[src/rtl/restoring_div_ctrl.sv]
// Iterative restoring divider: one time-shared WIDTH+1 subtractor row, one quotient bit per cycle.
// Optional abort input is enabled by defining RDIV_ABORT_EN.
module restoring_div_ctrl #(
    parameter int unsigned WIDTH = 8
) (
    input  logic             clk,
    input  logic             rst_n,
    input  logic             start,
`ifdef RDIV_ABORT_EN
    input  logic             abort,
`endif
    input  logic [WIDTH-1:0] dividend,
    input  logic [WIDTH-1:0] divisor,
    output logic             busy,
    output logic             done,
    output logic [WIDTH-1:0] quotient,
    output logic [WIDTH-1:0] remainder,
    output logic             div_by_zero
);

    localparam int unsigned CW = $clog2(WIDTH);

    typedef enum logic [1:0] {
        IDLE,
        ITER,
        DONE
    } state_t;

    state_t           state, state_next;
    logic [WIDTH:0]   pr;
    logic [WIDTH-1:0] q;
    logic [WIDTH-1:0] d;
    logic [CW-1:0]    count;

    logic [WIDTH:0]   t;
    logic [WIDTH:0]   dx;
    logic [WIDTH:0]   diff;
    logic [WIDTH+1:0] borrow;
    logic [WIDTH:0]   row_out;
    logic             sel;
    logic [WIDTH-1:0] q_shift;

    logic             abort_req;
    logic             load_op;
    logic             step;
    logic             load_res;
    logic [WIDTH-1:0] res_q;
    logic [WIDTH-1:0] res_r;
    logic             res_z;

    // PR never exceeds D after a restore, so its MSB only matters inside the row
    logic             unused_pr_msb;
    assign unused_pr_msb = pr[WIDTH];

`ifdef RDIV_ABORT_EN
    assign abort_req = abort;
`else
    assign abort_req = 1'b0;
`endif

    assign busy = (state == ITER);
    assign done = (state == DONE);

    // Subtractor row: ripple borrow, MSB borrow-out selects restore for every cell
    always_comb begin
        t         = {pr[WIDTH-1:0], q[WIDTH-1]};
        dx        = {1'b0, d};
        diff      = '0;
        borrow    = '0;
        for (int unsigned i = 0; i <= WIDTH; i++) begin
            diff[i]     = t[i] ^ dx[i] ^ borrow[i];
            borrow[i+1] = (~t[i] & dx[i]) | (~(t[i] ^ dx[i]) & borrow[i]);
        end
        sel       = borrow[WIDTH+1];
        row_out   = sel ? t : diff;
        q_shift   = {q[WIDTH-2:0], ~sel};
    end

    always_comb begin
        state_next = state;
        load_op    = 1'b0;
        step       = 1'b0;
        load_res   = 1'b0;
        res_q      = q_shift;
        res_r      = row_out[WIDTH-1:0];
        res_z      = 1'b0;
        case (state)
            IDLE: begin
                if (start) begin
                    if (divisor != '0) begin
                        load_op    = 1'b1;
                        state_next = ITER;
                    end else begin
                        load_res   = 1'b1;
                        res_q      = '1;
                        res_r      = dividend;
                        res_z      = 1'b1;
                        state_next = DONE;
                    end
                end
            end
            ITER: begin
                if (abort_req) begin
                    state_next = IDLE;
                end else begin
                    step = 1'b1;
                    if (count == '0) begin
                        load_res   = 1'b1;
                        state_next = DONE;
                    end
                end
            end
            DONE:    state_next = IDLE;
            default: state_next = IDLE;
        endcase
    end

    always_ff @(posedge clk) begin
        if (!rst_n) begin
            state       <= IDLE;
            pr          <= '0;
            q           <= '0;
            d           <= '0;
            count       <= '0;
            quotient    <= '0;
            remainder   <= '0;
            div_by_zero <= 1'b0;
        end else begin
            state <= state_next;
            if (load_op) begin
                pr    <= '0;
                q     <= dividend;
                d     <= divisor;
                count <= CW'(WIDTH - 1);
            end
            if (step) begin
                pr <= row_out;
                q  <= q_shift;
                if (count != '0) begin
                    count <= count - 1'b1;
                end
            end
            if (load_res) begin
                quotient    <= res_q;
                remainder   <= res_r;
                div_by_zero <= res_z;
            end
        end
    end

endmodule

[config.mk]
export PLATFORM = sky130hd
export DESIGN_NAME = restoring_div_ctrl
export DESIGN_NICKNAME = d
export VERILOG_FILES = /design/src/rtl/restoring_div_ctrl.sv
export SDC_FILE = /design/constraint.sdc
export NUM_CORES = 1
export LEC_CHECK = 0
export ABC_AREA = 0
export CORE_ASPECT_RATIO = 0.5
export CORE_MARGIN = 1.5
export CORE_UTILIZATION = 35
export DETAILED_ROUTE_END_ITERATION = 8
export GPL_ROUTABILITY_DRIVEN = 0
export PLACE_DENSITY = 0.58
export REMOVE_ABC_BUFFERS = 1
export SYNTH_ARGS = -nofsm -noshare
export SYNTH_HDL_FRONTEND = slang
export SYNTH_SLANG_ARGS = --single-unit
[constraint.sdc]
create_clock -name clk -period 3.5 [get_ports clk]
set_input_delay 0.7 -clock clk [delete_from_list [all_inputs] [get_ports clk]]
set_output_delay 0.7 -clock clk [all_outputs]
set_load 0.01 [all_outputs]
==> results, run 1 <==
- The biggest fanout along the worst timing path is 6.
- The number of global-route vias before repair is 1825.
- The worst path arrival time is 3.76 ns.
- The detail route stage leaves a number of antenna-violating nets equal to 0.
- The synthesized netlist cell count is 247.
- For the worst setup path, the data required time is 3.65 ns.
- The number of iterations in the first detailed-routing pass is 4.
- The sequential cell area fraction in the yosys report is 40.4%.
- The commonest cells after synthesis are sky130_fd_sc_hd__dfxtp_1, sky130_fd_sc_hd__nand2_1, sky130_fd_sc_hd__a21oi_1.
- In the global route stage, overall resource usage came out at 18.1%.
- TritonCTS built the clock tree.
- The worst setup path is captured at a flip-flop.
- sky130_fd_sc_hd__dfxtp_1 is the most common cell in the netlist.
- The wire length of the first global-routing pass is 9460 um.
- For this run, global-route usage on met2 was measured as 27.1%.
- The hold path endpoint is remainder[4].
- The number of antenna violations at the first check in global routing is 0.
- The region available for standard cell placement spans 6180 um2.
- Pin placement for this block handled 38 I/O pins.
- The finished cells cover 3000 um2.
- The count of maximum capacitance violations is 0.
- The synthesized design spends more area on one cell type than any other, namely sky130_fd_sc_hd__dfxtp_1.
- The TritonCTS buffer count is 5.
- The total number of yosys warnings is 0.
- Dividing the final minimum period by the clock period gives 103%.
- The run finished, with violations left.
- The startpoint identified for the worst register-to-register timing path is q[7].
- By area the synthesized netlist is led by sky130_fd_sc_hd__dfxtp_1, sky130_fd_sc_hd__o221a_1, sky130_fd_sc_hd__fa_1, sky130_fd_sc_hd__a21oi_1, sky130_fd_sc_hd__nand2_1.
- Counting along the longest clock path gives a buffer depth of 2.
- The max-slew violation total from the final report is 0.
- In this run the clock root is driven by a sky130_fd_sc_hd__clkbuf_16.
- The final hold violation count was 0.
- The detailed router placed 1948 vias in this run.
- The effective utilization at floorplan is 36.9%.
- The headroom to the max-slew limit is 41.1%.
- Clock tree synthesis found a total of 46 sinks.
- The worst hold path was traced through 2 stages.
- The final reports fail on negative setup slack.
- After detailed routing, the average wire length per cell comes to 15.9 um.
- Setup slack on the critical path of the routed design comes to -0.118 ns.
- The vertical extent of the die is 60.1 um.
- For this run, the top clock speed supported by timing is 0.276 GHz.
- The detailed router's first-iteration violation count is 119.
- The final core area utilization is 48.5%.
- Clock latency on the worst-skew pair, taken at its later pin, is 0.29 ns.
- The relative area change from synthesis to final layout is 31.4%.
- The total standard cell area after synthesis is 2280 um2.
- For met1 alone, demand over resource in global routing was 25.8%.
- The slack of the worst reg-to-reg path is -0.12 ns.
- The pre-CTS setup slack is -0.385 ns.
- The total of flip-flops plus latches after synthesis is 46.
- The setup violation total in the final timing report is 13.
- After floorplanning, the core was divided into 20 placement rows.
- The number of buffers inserted by port buffering is 37.
- Clock-pin slew was measured on the worst setup and hold paths at 0.06 ns.
- The design draws 1490 uW.
- The die covers 7040 um2.
- Setup repair after global routing could not meet its margin everywhere.
- In the final design database the tool counted 311 nets.
- The worst flop-to-flop path endpoint is remainder[5].
- The worst setup path is launched from a flip-flop.
- The worst hold path begins at remainder[4].
- For this design the ratio of total power to cell area is 497 nW/um2.
- The worst voltage drop across the vdd grid is 0.209 mV.
- A synthesized cell averages 9.23 um2.
- The minimum clock period is 3.62 ns.
- The wire-length estimate of the detail-placed layout is 4150 um.
- After synthesis, the share of flip-flops with an asynchronous set or reset is 0%.
- The critical path is of the flip-flop to flip-flop type.
- The layer flagged by global routing as most heavily used is met2.
- The most common flop cell mapped by yosys is sky130_fd_sc_hd__dfxtp_1.
- Dividing the detail-routed via count by the number of cells gives 5.25.
- The setup TNS is -0.924 ns.
- The worst setup skew after layout is 0.00670 ns.
- The synthesized design devotes to its leading area cell type 40.4% of total area.
- The distinct cell type count of the synthesized netlist is 37.
- The area of placed instances is 2740 um2.
- The proportion of layout cells with a drive suffix above 1 is 21.9%.
- The worst hold-check path type is flip-flop to flip-flop.
- For this run, global-route usage on met3 was measured as 5.07%.
- The repair_antennas step left the layout with diodes totalling 0.
- Counting flops with a built-in enable in the synthesized netlist gives 0.
- The count of H-tree levels built during CTS is 2.
- The aggregate routed wire length is 5880 um.
- For the pin with the worst max-slew slack, the measured transition is 0.879 ns.
- The count of cells along the worst register-to-register path is 15.
- In this run the horizontal extent of the chip is 117 um.
- Entering global routing, the biggest net connects 29 pins.
- The total overflow left after global routing is 0.
- The remaining routing DRC violations is 0.
- The leakage power is 0.00101 uW.
worst max-delay path by stage:
| stage | from | end | slack (ns) |
|---|---|---|---|
| floorplan | q[7] | pr[1] | -0.28 |
| global placement | q[7] | remainder[5] | -0.27 |
| detailed placement | q[7] | remainder[5] | -0.39 |
| CTS | q[7] | remainder[5] | -0.11 |
| global route | q[7] | remainder[5] | -0.22 |
| finish | q[7] | remainder[5] | -0.12 |
placed cells by master, fill, tap and decap left out, types with 6 or more instances in the layout:
cell | netlist | routed
sky130_fd_sc_hd__o21ai_0 | 8 | 8
sky130_fd_sc_hd__fa_2 | 0 | 7
sky130_fd_sc_hd__clkdlybuf4s50_1 | 0 | 37
sky130_fd_sc_hd__dfxtp_1 | 46 | 44
sky130_fd_sc_hd__inv_1 | 20 | 17
sky130_fd_sc_hd__a21oi_1 | 27 | 17
sky130_fd_sc_hd__nand2_1 | 35 | 35
sky130_fd_sc_hd__nor2_1 | 6 | 6
sky130_fd_sc_hd__o211ai_1 | 6 | 6
sky130_fd_sc_hd__a31oi_1 | 16 | 16
sky130_fd_sc_hd__o221a_1 | 15 | 15
sky130_fd_sc_hd__buf_4 | 1 | 8
sky130_fd_sc_hd__a21oi_2 | 0 | 9
metrics by stage:
step | instances | hold slack (ns)
6_report | 371 | 0.455
5_1_grt | 371 | 0.476
4_1_cts | 371 | 0.455
3_5_place_dp | 363 | 0.447
3_3_place_gp | 363 | 0.445
2_1_floorplan | 230 | 0.436
layout make-up:
type                            count  area (um2)
Timing Repair Buffer               45         430
Clock inverter                      1        5.00
Multi-Input combinational cell    162        1300
Tap cell                           88         110
Inverter                           22        82.6
Sequential cell                    46         923
Fill cell                         601        3180
Clock buffer                        7         143
what timing repair did:
item,4_1_cts,5_1_grt
endpoints found under the hold margin,0,0
endpoints found under the setup margin,18,18
buffers inserted,0,0
hold buffers,0,0
cloned,0,0
resized for setup,30,2
pin swaps,8,1
power breakdown:
part	switching, uW	total (uW)	internal, uW
logic	224	406	182
registers	34.6	605	570
clock network	195	479	283
per-layer routing:
| layer | vias to the layer above | part of all wire [%] |
|---|---|---|
| li1 | 962 | - |
| met1 | 930 | 53 |
| met2 | 50 | 41 |
| met3 | 6 | 4.6 |
| met4 | 0 | 0.80 |
| met5 | - | 0 |
flip-flops by register name, indices dropped and copies added, names as in the netlist:
| name | cells |
|---|---|
| q | 8 |
| count | 3 |
| state | 2 |
| quotient | 8 |
| d | 8 |
| remainder | 8 |
| pr | 8 |
| div_by_zero | 1 |
cells by family (layout without fill, tap and decap cells):
family / count (synthesis) / count (layout) / share of synthesized area [%]
buffers and inverters: 39 / 75 / 7.13
AND/OR/NAND/NOR: 59 / 59 / 13.5
adder cells (fa/ha/maj): 10 / 10 / 7.79
multiplexers: 5 / 5 / 2.47
AO/OA/AOI/OAI: 88 / 88 / 28.7
flip-flops: 46 / 46 / 40.4
worst max-delay path, cell delays in order, from the launching register on:
cell                       delay (ns)
sky130_fd_sc_hd__dfxtp_2         0.32
sky130_fd_sc_hd__inv_2           0.07
sky130_fd_sc_hd__ha_4            0.13
sky130_fd_sc_hd__inv_2           0.03
sky130_fd_sc_hd__fa_2            0.33
sky130_fd_sc_hd__fa_2            0.35
sky130_fd_sc_hd__fa_2            0.34
sky130_fd_sc_hd__fa_2            0.35
sky130_fd_sc_hd__fa_2            0.34
sky130_fd_sc_hd__inv_2           0.07
sky130_fd_sc_hd__fa_2            0.22
sky130_fd_sc_hd__fa_2            0.22
sky130_fd_sc_hd__nand2b_4        0.10
sky130_fd_sc_hd__mux2_4          0.35
sky130_fd_sc_hd__a22oi_2         0.17
sky130_fd_sc_hd__a21oi_1         0.08
Power figures use the tool's default switching activity.
==> run 2: changes to the inputs <==
Settings changed: CAP_MARGIN from default to 20.
==> results of run 2 <==
No change in the layout: final DEF, timing and power equal those of run 1.
